==> src/rtl/mmio_initiator_if.sv <==
// rtl/mmio_initiator_if.sv - command, response and responder-bus signal bundle for mmio_initiator
interface mmio_initiator_if;
  // command channel
  logic        cmd_valid;
  logic        cmd_ready;
  logic        cmd_we;
  logic [31:0] cmd_addr;
  logic [31:0] cmd_wdata;
  logic [3:0]  cmd_wmask;
  // response channel
  logic        rsp_valid;
  logic        rsp_ready;
  logic [31:0] rsp_rdata;
  logic        rsp_err;
  // responder bus
  logic        valid;
  logic [31:0] addr;
  logic [3:0]  wmask;
  logic [31:0] wdata;
  logic [31:0] rdata;
  logic        ready;

  // initiator side
  modport master (
    input  cmd_valid, cmd_we, cmd_addr, cmd_wdata, cmd_wmask, rsp_ready, rdata, ready,
    output cmd_ready, rsp_valid, rsp_rdata, rsp_err, valid, addr, wmask, wdata
  );

  // environment side: command source, response sink and bus responder
  modport slave (
    output cmd_valid, cmd_we, cmd_addr, cmd_wdata, cmd_wmask, rsp_ready, rdata, ready,
    input  cmd_ready, rsp_valid, rsp_rdata, rsp_err, valid, addr, wmask, wdata
  );
endinterface

==> src/rtl/mmio_initiator.sv <==
// rtl/mmio_initiator.sv - single-outstanding MMIO bus initiator with timeout and illegal-write detection
module mmio_initiator #(
  parameter int unsigned TIMEOUT_CYCLES = 255
) (
  input logic           clk,
  input logic           rst,
  mmio_initiator_if.master m
);

  typedef enum logic [1:0] {
    IDLE = 2'd0,
    BUS  = 2'd1,
    RSP  = 2'd2
  } state_t;

  // Counter value on the last BUS cycle allowed before the timeout fires.
  localparam logic [15:0] TO_LAST = 16'(TIMEOUT_CYCLES - 32'd1);

  state_t      state_q, state_d;
  logic [31:0] addr_q, addr_d;
  logic [3:0]  wmask_q, wmask_d;
  logic [31:0] wdata_q, wdata_d;
  logic [31:0] rdata_q, rdata_d;
  logic        err_q, err_d;
  logic [15:0] cnt_q, cnt_d;

  // All handshake outputs decode from registered state only, so there is
  // no combinational path from cmd_valid to cmd_ready.
  assign m.cmd_ready = (state_q == IDLE);
  assign m.valid     = (state_q == BUS);
  assign m.rsp_valid = (state_q == RSP);
  assign m.addr      = addr_q;
  assign m.wmask     = wmask_q;
  assign m.wdata     = wdata_q;
  assign m.rsp_rdata = rdata_q;
  assign m.rsp_err   = err_q;

  // Next-state and datapath: accept, run one bus transfer, hold the response.
  always_comb begin
    state_d = state_q;
    addr_d  = addr_q;
    wmask_d = wmask_q;
    wdata_d = wdata_q;
    rdata_d = rdata_q;
    err_d   = err_q;
    cnt_d   = cnt_q;
    unique case (state_q)
      IDLE: begin
        if (m.cmd_valid) begin
          if (m.cmd_we && (m.cmd_wmask == 4'b0000)) begin
            // A write with no byte enabled cannot be expressed on the bus
            // (wmask 0 means read), so it is rejected without a transfer.
            rdata_d = 32'd0;
            err_d   = 1'b1;
            state_d = RSP;
          end else begin
            addr_d  = m.cmd_addr;
            wdata_d = m.cmd_wdata;
            wmask_d = m.cmd_we ? m.cmd_wmask : 4'b0000;
            cnt_d   = 16'd0;
            state_d = BUS;
          end
        end
      end
      BUS: begin
        // ready is checked first so a completion on the timeout cycle wins
        if (m.ready) begin
          rdata_d = (wmask_q == 4'b0000) ? m.rdata : 32'd0;
          err_d   = 1'b0;
          state_d = RSP;
        end else if (cnt_q == TO_LAST) begin
          rdata_d = 32'd0;
          err_d   = 1'b1;
          state_d = RSP;
        end else begin
          cnt_d = cnt_q + 16'd1;
        end
      end
      RSP: begin
        if (m.rsp_ready) begin
          state_d = IDLE;
        end
      end
      default: state_d = IDLE;
    endcase
  end

  // State and datapath registers; reset abandons any transaction in flight.
  always_ff @(posedge clk) begin
    if (rst) begin
      state_q <= IDLE;
      addr_q  <= 32'd0;
      wmask_q <= 4'd0;
      wdata_q <= 32'd0;
      rdata_q <= 32'd0;
      err_q   <= 1'b0;
      cnt_q   <= 16'd0;
    end else begin
      state_q <= state_d;
      addr_q  <= addr_d;
      wmask_q <= wmask_d;
      wdata_q <= wdata_d;
      rdata_q <= rdata_d;
      err_q   <= err_d;
      cnt_q   <= cnt_d;
    end
  end

endmodule
==> src/flat_wrapper.sv <==
// flat-port wrapper written by rule: the top's interface ports become plain ports
module mmio_initiator_flat 
#(
  parameter int unsigned TIMEOUT_CYCLES = 255
)
  (clk, rst, m_cmd_valid, m_cmd_we, m_cmd_addr, m_cmd_wdata, m_cmd_wmask, m_rsp_ready, m_rdata, m_ready, m_cmd_ready, m_rsp_valid, m_rsp_rdata, m_rsp_err, m_valid, m_addr, m_wmask, m_wdata);
  mmio_initiator_if m_i ();
  input logic clk;
  input logic rst;
  input wire logic [$bits(m_i.cmd_valid)-1:0] m_cmd_valid;
  input wire logic [$bits(m_i.cmd_we)-1:0] m_cmd_we;
  input wire logic [$bits(m_i.cmd_addr)-1:0] m_cmd_addr;
  input wire logic [$bits(m_i.cmd_wdata)-1:0] m_cmd_wdata;
  input wire logic [$bits(m_i.cmd_wmask)-1:0] m_cmd_wmask;
  input wire logic [$bits(m_i.rsp_ready)-1:0] m_rsp_ready;
  input wire logic [$bits(m_i.rdata)-1:0] m_rdata;
  input wire logic [$bits(m_i.ready)-1:0] m_ready;
  output wire logic [$bits(m_i.cmd_ready)-1:0] m_cmd_ready;
  output wire logic [$bits(m_i.rsp_valid)-1:0] m_rsp_valid;
  output wire logic [$bits(m_i.rsp_rdata)-1:0] m_rsp_rdata;
  output wire logic [$bits(m_i.rsp_err)-1:0] m_rsp_err;
  output wire logic [$bits(m_i.valid)-1:0] m_valid;
  output wire logic [$bits(m_i.addr)-1:0] m_addr;
  output wire logic [$bits(m_i.wmask)-1:0] m_wmask;
  output wire logic [$bits(m_i.wdata)-1:0] m_wdata;
  assign m_i.cmd_valid = m_cmd_valid;
  assign m_i.cmd_we = m_cmd_we;
  assign m_i.cmd_addr = m_cmd_addr;
  assign m_i.cmd_wdata = m_cmd_wdata;
  assign m_i.cmd_wmask = m_cmd_wmask;
  assign m_i.rsp_ready = m_rsp_ready;
  assign m_i.rdata = m_rdata;
  assign m_i.ready = m_ready;
  assign m_cmd_ready = m_i.cmd_ready;
  assign m_rsp_valid = m_i.rsp_valid;
  assign m_rsp_rdata = m_i.rsp_rdata;
  assign m_rsp_err = m_i.rsp_err;
  assign m_valid = m_i.valid;
  assign m_addr = m_i.addr;
  assign m_wmask = m_i.wmask;
  assign m_wdata = m_i.wdata;
  mmio_initiator #(.TIMEOUT_CYCLES(TIMEOUT_CYCLES)) u_core (.clk(clk), .rst(rst), .m(m_i));
endmodule
==> config.mk <==
export PLATFORM = sky130hd
export DESIGN_NAME = mmio_initiator_flat
export DESIGN_NICKNAME = d
export VERILOG_FILES = /design/src/rtl/mmio_initiator_if.sv /design/src/rtl/mmio_initiator.sv /design/src/flat_wrapper.sv
export SDC_FILE = /design/constraint.sdc
export NUM_CORES = 1
export LEC_CHECK = 0
export ABC_CLOCK_PERIOD_IN_PS = 2400
export BUFFER_PORTS_ARGS = -buffer_cell sky130_fd_sc_hd__buf_2
export CAP_MARGIN = 20
export CORE_UTILIZATION = 45
export CTS_CLUSTER_SIZE = 14
export DETAILED_ROUTE_END_ITERATION = 8
export GPL_ROUTABILITY_DRIVEN = 0
export GPL_TIMING_DRIVEN = 0
export PLACE_DENSITY = 0.86
export SETUP_SLACK_MARGIN = 0.15
export SYNTH_ARGS = -nofsm -noshare
export SYNTH_HDL_FRONTEND = slang
export SYNTH_SLANG_ARGS = --single-unit
==> constraint.sdc <==
create_clock -name clk -period 2.4 [get_ports clk]
set_input_delay 0.72 -clock clk [delete_from_list [all_inputs] [get_ports clk]]
set_output_delay 0.72 -clock clk [all_outputs]
set_load 0.005 [all_outputs]
# Word level (Yosys, flattened, before mapping)
# Cells that the tools add are included.
# word_totals
output_inout_bits,104
word_cells,51
regBits,119
# op_classes
n_bitwise,1
mux,23
reduce_logical,9
n_eq_ne,10
addsub,1
# op_table
op,count
32-bit two-way mux,5
16-bit two-way mux,4
32-bit one-hot mux with 2 select lines,1
16-bit one-hot mux with 2 select lines,1
16-bit by 1-bit adder with 16-bit output (second input constant),1
16-bit by 8-bit == test with 1-bit output (second input constant),1
2-bit two-way mux,5
2-bit != test (second input constant),5
4-bit zero test,2
2-bit one-hot mux with 3 select lines,1
3-bit AND reduction,2
5-bit AND reduction,1
1-bit two-way mux,4
4-bit two-way mux,1
4-bit AND reduction,1
3-bit by 2-bit != test with 1-bit output (second input constant),1
2-bit by 1-bit == test with 1-bit output (second input constant),1
2-bit == test (second input constant),1
2-bit zero test,1
2-bit by 1-bit != test with 1-bit output (second input constant),1
1-bit one-hot mux with 2 select lines,1
2-bit nonzero test,1
1-bit logical AND,1
1-bit NOT,1

# Depth between registers and ports, before layout
# depth
depth_word,5
ltp_mapped,8

# Worst setup path after synthesis
# No wires, ideal clock.
# synth_path
path_type,input port to flip-flop
start,input m_cmd_wmask[2]
end,"register u_core.rdata_q[10], in the netlist u_core.m.rsp_rdata[10]"
arrival_ps,2160
path_slack_ps,124
path_stages,6
n_path_buf,1
cell_sequence,or4b_4 -> o41a_1 -> a21oi_2 -> nor2_2 -> buf_6 -> a22o_1
# synth_between
elab_chain_cells,4
# synth_lines
element,line,text
"start, declared",flat_wrapper.sv:14,input wire logic [$bits(m_i.cmd_wmask)-1:0] m_cmd_wmask;
4-bit zero test,mmio_initiator.sv:50,if (m.cmd_we && (m.cmd_wmask == 4'b0000)) begin
1-bit logical AND,mmio_initiator.sv:50,
2-bit by 1-bit != test with 1-bit output (no line),n/a,
4-bit AND reduction (no line),n/a,
"end signal, assigned",mmio_initiator.sv:103,rdata_q <= rdata_d;
"end, declared",mmio_initiator.sv:23,"logic [31:0] rdata_q, rdata_d;"
# Every way passes these cells.
# A chain may end at the register's enable or synchronous reset.

# Worst setup path in the final report
# layout_path
start,register u_core.state_q[1]
end,output m_valid
# layout_between
elab_chain_cells,1
# layout_lines
element,line,text
"start, declared",mmio_initiator.sv:19,"state_t state_q, state_d;"
"start signal, assigned",mmio_initiator.sv:99,state_q <= state_d;
2-bit by 1-bit == test with 1-bit output,mmio_initiator.sv:30,assign m.valid = (state_q == BUS);
"end, declared",flat_wrapper.sv:22,output wire logic [$bits(m_i.valid)-1:0] m_valid;
# Every way passes these cells.

==> impl_metrics.csv <==
group,metric,value,unit
status,status,"complete, no violations",
timing,period_share,89.46,%
clocking,cts.reportedPaths.clkPinSlew,0.06,ns
grt,antenna_found_initial,0,
timing,rsz0062_at_grt,"yes",
timing,final_max_slew_viol_count,0,
timing,worstMarginPinSlew,0.5455,ns
timing,setup_ws,0.2531,ns
layout,layout_common_cells,"213 x buf_2, 139 x nand2_1, 119 x dfxtp_1",
synthesis,synth_edf_count,0,
grt,grt_pass1_vias,4219,
clocking,clk_latency,0.50,ns
timing,worst_clock_skew,0.006924,ns
floorplanning,io_pins,210,
synthesis,synthArstFlopShare,0,%
timing,fin_tns_setup,0,ns
power_and_ir_drop,p_total,5188,µW
critical_path,critPathMaxFanout,10,
synthesis,yosysTopAreaCell,"dfxtp_1",
floorplanning,die_x,100.2,µm
synthesis,syn_nets,606,
floorplanning,start_util,46.75,%
layout,area_growth,41.97,%
timing,final-hold-violation-count,0,
drt,dr.pass1.iters,5,
layout,final_common_cell,"buf_2",
synthesis,synth_area,4340,µm²
drt,wirelength,12440,µm
critical_path,slowest_delay,0.40,ns
critical_path,cpMaxStageDelayCell,"dfxtp_1",
grt,grtUsageTotal,24.22,%
drt,route.detailed.drc,0,
clocking,numCtsBuffers,17,
layout,final_nets,833,
clocking,cts_buffer_depth,2,
clocking,cts.sinks,119,
synthesis,syn_area_per_cell,8.716,µm²
layout,drive_above_1_share,35.55,%
critical_path,arrival,1.43,ns
clocking,cts_setup_buffers,0,
synthesis,synth_top_area_share,54.89,%
place,port_buffers,208,
critical_path,critical_path_class,"flop to output pin",
critical_path,worstSetupStartpointType,"flop",
drt,ant_nets,0,
floorplanning,die_h,100.2,µm
critical_path,path_buf_inv,2,
clocking,cts_tree,"built",
drt,via_per_inst,5.141,
grt,grt_max_degree,17,
job,cap_violations,0,
place,dp_slack,-0.3766,ns
power_and_ir_drop,ir_drop,0.4715,mV
drt,wl_per_cell,14.37,µm
floorplanning,core,9284,µm²
critical_path,crit_path_cell_trace,"nand2b_1, inv_2, buf_2",
synthesis,synth_seq_cells,119,
timing,setup_viol,0,
grt,gr-total-overflow,0,
timing,max_slew_margin,63.43,%
synthesis,synthCells,498,
power_and_ir_drop,pwr_density_cell,841.8,nW/µm²
critical_path,endpoint_kind,"output pin",
floorplanning,die_area,10040,µm²
floorplanning,row_count,35,
place,dp_hpwl,9263,µm
min_path,hp-class,"input port to flop",
drt,drt_iter0_drc,203,
drt,vias,4452,
synthesis,synthTopCellsByArea,"dfxtp_1 55%, nand2_1 12%, a21oi_1 8.4%, a22o_1 6.5%, o21ai_1 2.7%",
timing,max_freq,465.8,MHz
critical_path,path_delay_family,"flip-flops",
synthesis,synth-seq-area-share,54.89,%
layout,final_area,6162,µm²
synthesis,yosys_warnings,0,
synthesis,yosys.cell_types.count,45,
clocking,clock-root-buffer,"clkbuf_8",
timing,finalCriticalPeriod,2.147,ns
power_and_ir_drop,p_leak,0.002858,µW
layout,n_antenna_cell,0,
clocking,htree_levels,4,
place,dpl_cell_area,5543,µm²
critical_path,cp_data_required_time,1.68,ns
grt,grt_pass1_wl,19040,µm
synthesis,ys.flop_type,"dfxtp_1",
[routing by layer]
metal	GRT usage [%]	up-vias	part of all wire [%]
met1	25.90	2024	39
met4	11.26	0	2.0
met5	0	-	0
met2	42.57	218	50
li1	-	2190	-
met3	8.705	20	9.3
[state kept, by name, summed over array words and instances (netlist names)]
signal / flops
u_core.m.addr: 32
u_core.m.rsp_rdata: 32
u_core.m.wdata: 32
u_core.cnt_q: 16
u_core.m.wmask: 4
u_core.state_q: 2
u_core.m.rsp_err: 1
[worst reg2reg max path, stage by stage, from the launching register on]
cell	delay (ns)
dfxtp_1	0.45
ha_1	0.21
nor4b_2	0.28
a41oi_2	0.27
a21oi_2	0.28
nor2_2	0.12
buf_6	0.16
a22o_1	0.24
[timing repair]
item                                    CTS  global route
hold buffers                              0             0
endpoints found under the setup margin    1            91
gates resized for setup                   1             6
cloned                                    0             0
[cells in the mapped netlist, types with 2 or more instances]
master,instances
clkbuf_1,20
buf_2,5
dfxtp_1,119
nor3_1,5
ha_1,2
nand3_1,7
and3_1,3
o21ai_1,23
nand2b_1,4
nand4_1,7
inv_1,4
a21oi_1,73
buf_1,5
nand2_1,139
buf_6,3
nor2_1,12
a31oi_1,7
a22o_1,32
and4_1,2
[worst paths after layout]
kind | depth (start not counted) | end | slack (ns) | start
setup / recovery | 3 | m_valid | 0.25 | u_core.state_q[1]$_SDFFE_PP0P_
hold / removal | 2 | u_core.m.rsp_rdata[15]$_SDFFE_PP0P_ | 0.42 | m_rdata[15]
setup reg to reg | 7 | u_core.m.rsp_rdata[20]$_SDFFE_PP0P_ | 0.30 | u_core.cnt_q[1]$_SDFFE_PP0P_
hold reg to reg | 2 | u_core.m.addr[22]$_SDFFE_PP0P_ | 0.45 | u_core.m.addr[22]$_SDFFE_PP0P_
[report_power, final]
| part | internal (µW) | switching [µW] |
|---|---|---|
| Combinational | 238 | 308 |
| Sequential | 2080 | 57.2 |
| Clock | 1580 | 919 |
| Total | 3900 | 1280 |
[cell families (layout without fill, tap and decap cells)]
| kind of cell | after synthesis | count (layout) | synth area share (%) |
|---|---|---|---|
| adders and majority gates | 2 | 2 | 0.5764 |
| and+or+nand+nor | 190 | 190 | 19.03 |
| AOI/OAI and AO/OA | 146 | 146 | 20.90 |
| muxes | 2 | 2 | 0.4900 |
| DFF | 119 | 119 | 54.89 |
| buffers and inverters | 39 | 278 | 4.122 |
[cell type report]
| type | count | area [µm²] |
|---|---|---|
| Clock buffer | 17 | 414.1 |
| Inverter | 5 | 18.77 |
| Timing Repair Buffer | 208 | 1041 |
| Tap cell | 129 | 161.4 |
| Fill cell | 762 | 3122 |
| Sequential cell | 119 | 2382 |
| Clock inverter | 14 | 178.9 |
| Buffer | 34 | 161.4 |
| Multi-Input combinational cell | 340 | 1804 |
[per-stage QoR]
step / cells / hold WS [ns] / utilization, %
floorplan: 498 / 0.4317 / -
global placement: 835 / 0.4393 / 59.70
detailed placement: 835 / 0.4463 / 59.70
CTS: 866 / 0.3933 / 66.13
global route: 866 / 0.4048 / 66.37
finish: 866 / 0.4215 / 66.37
(Power assumes the default switching activity.)
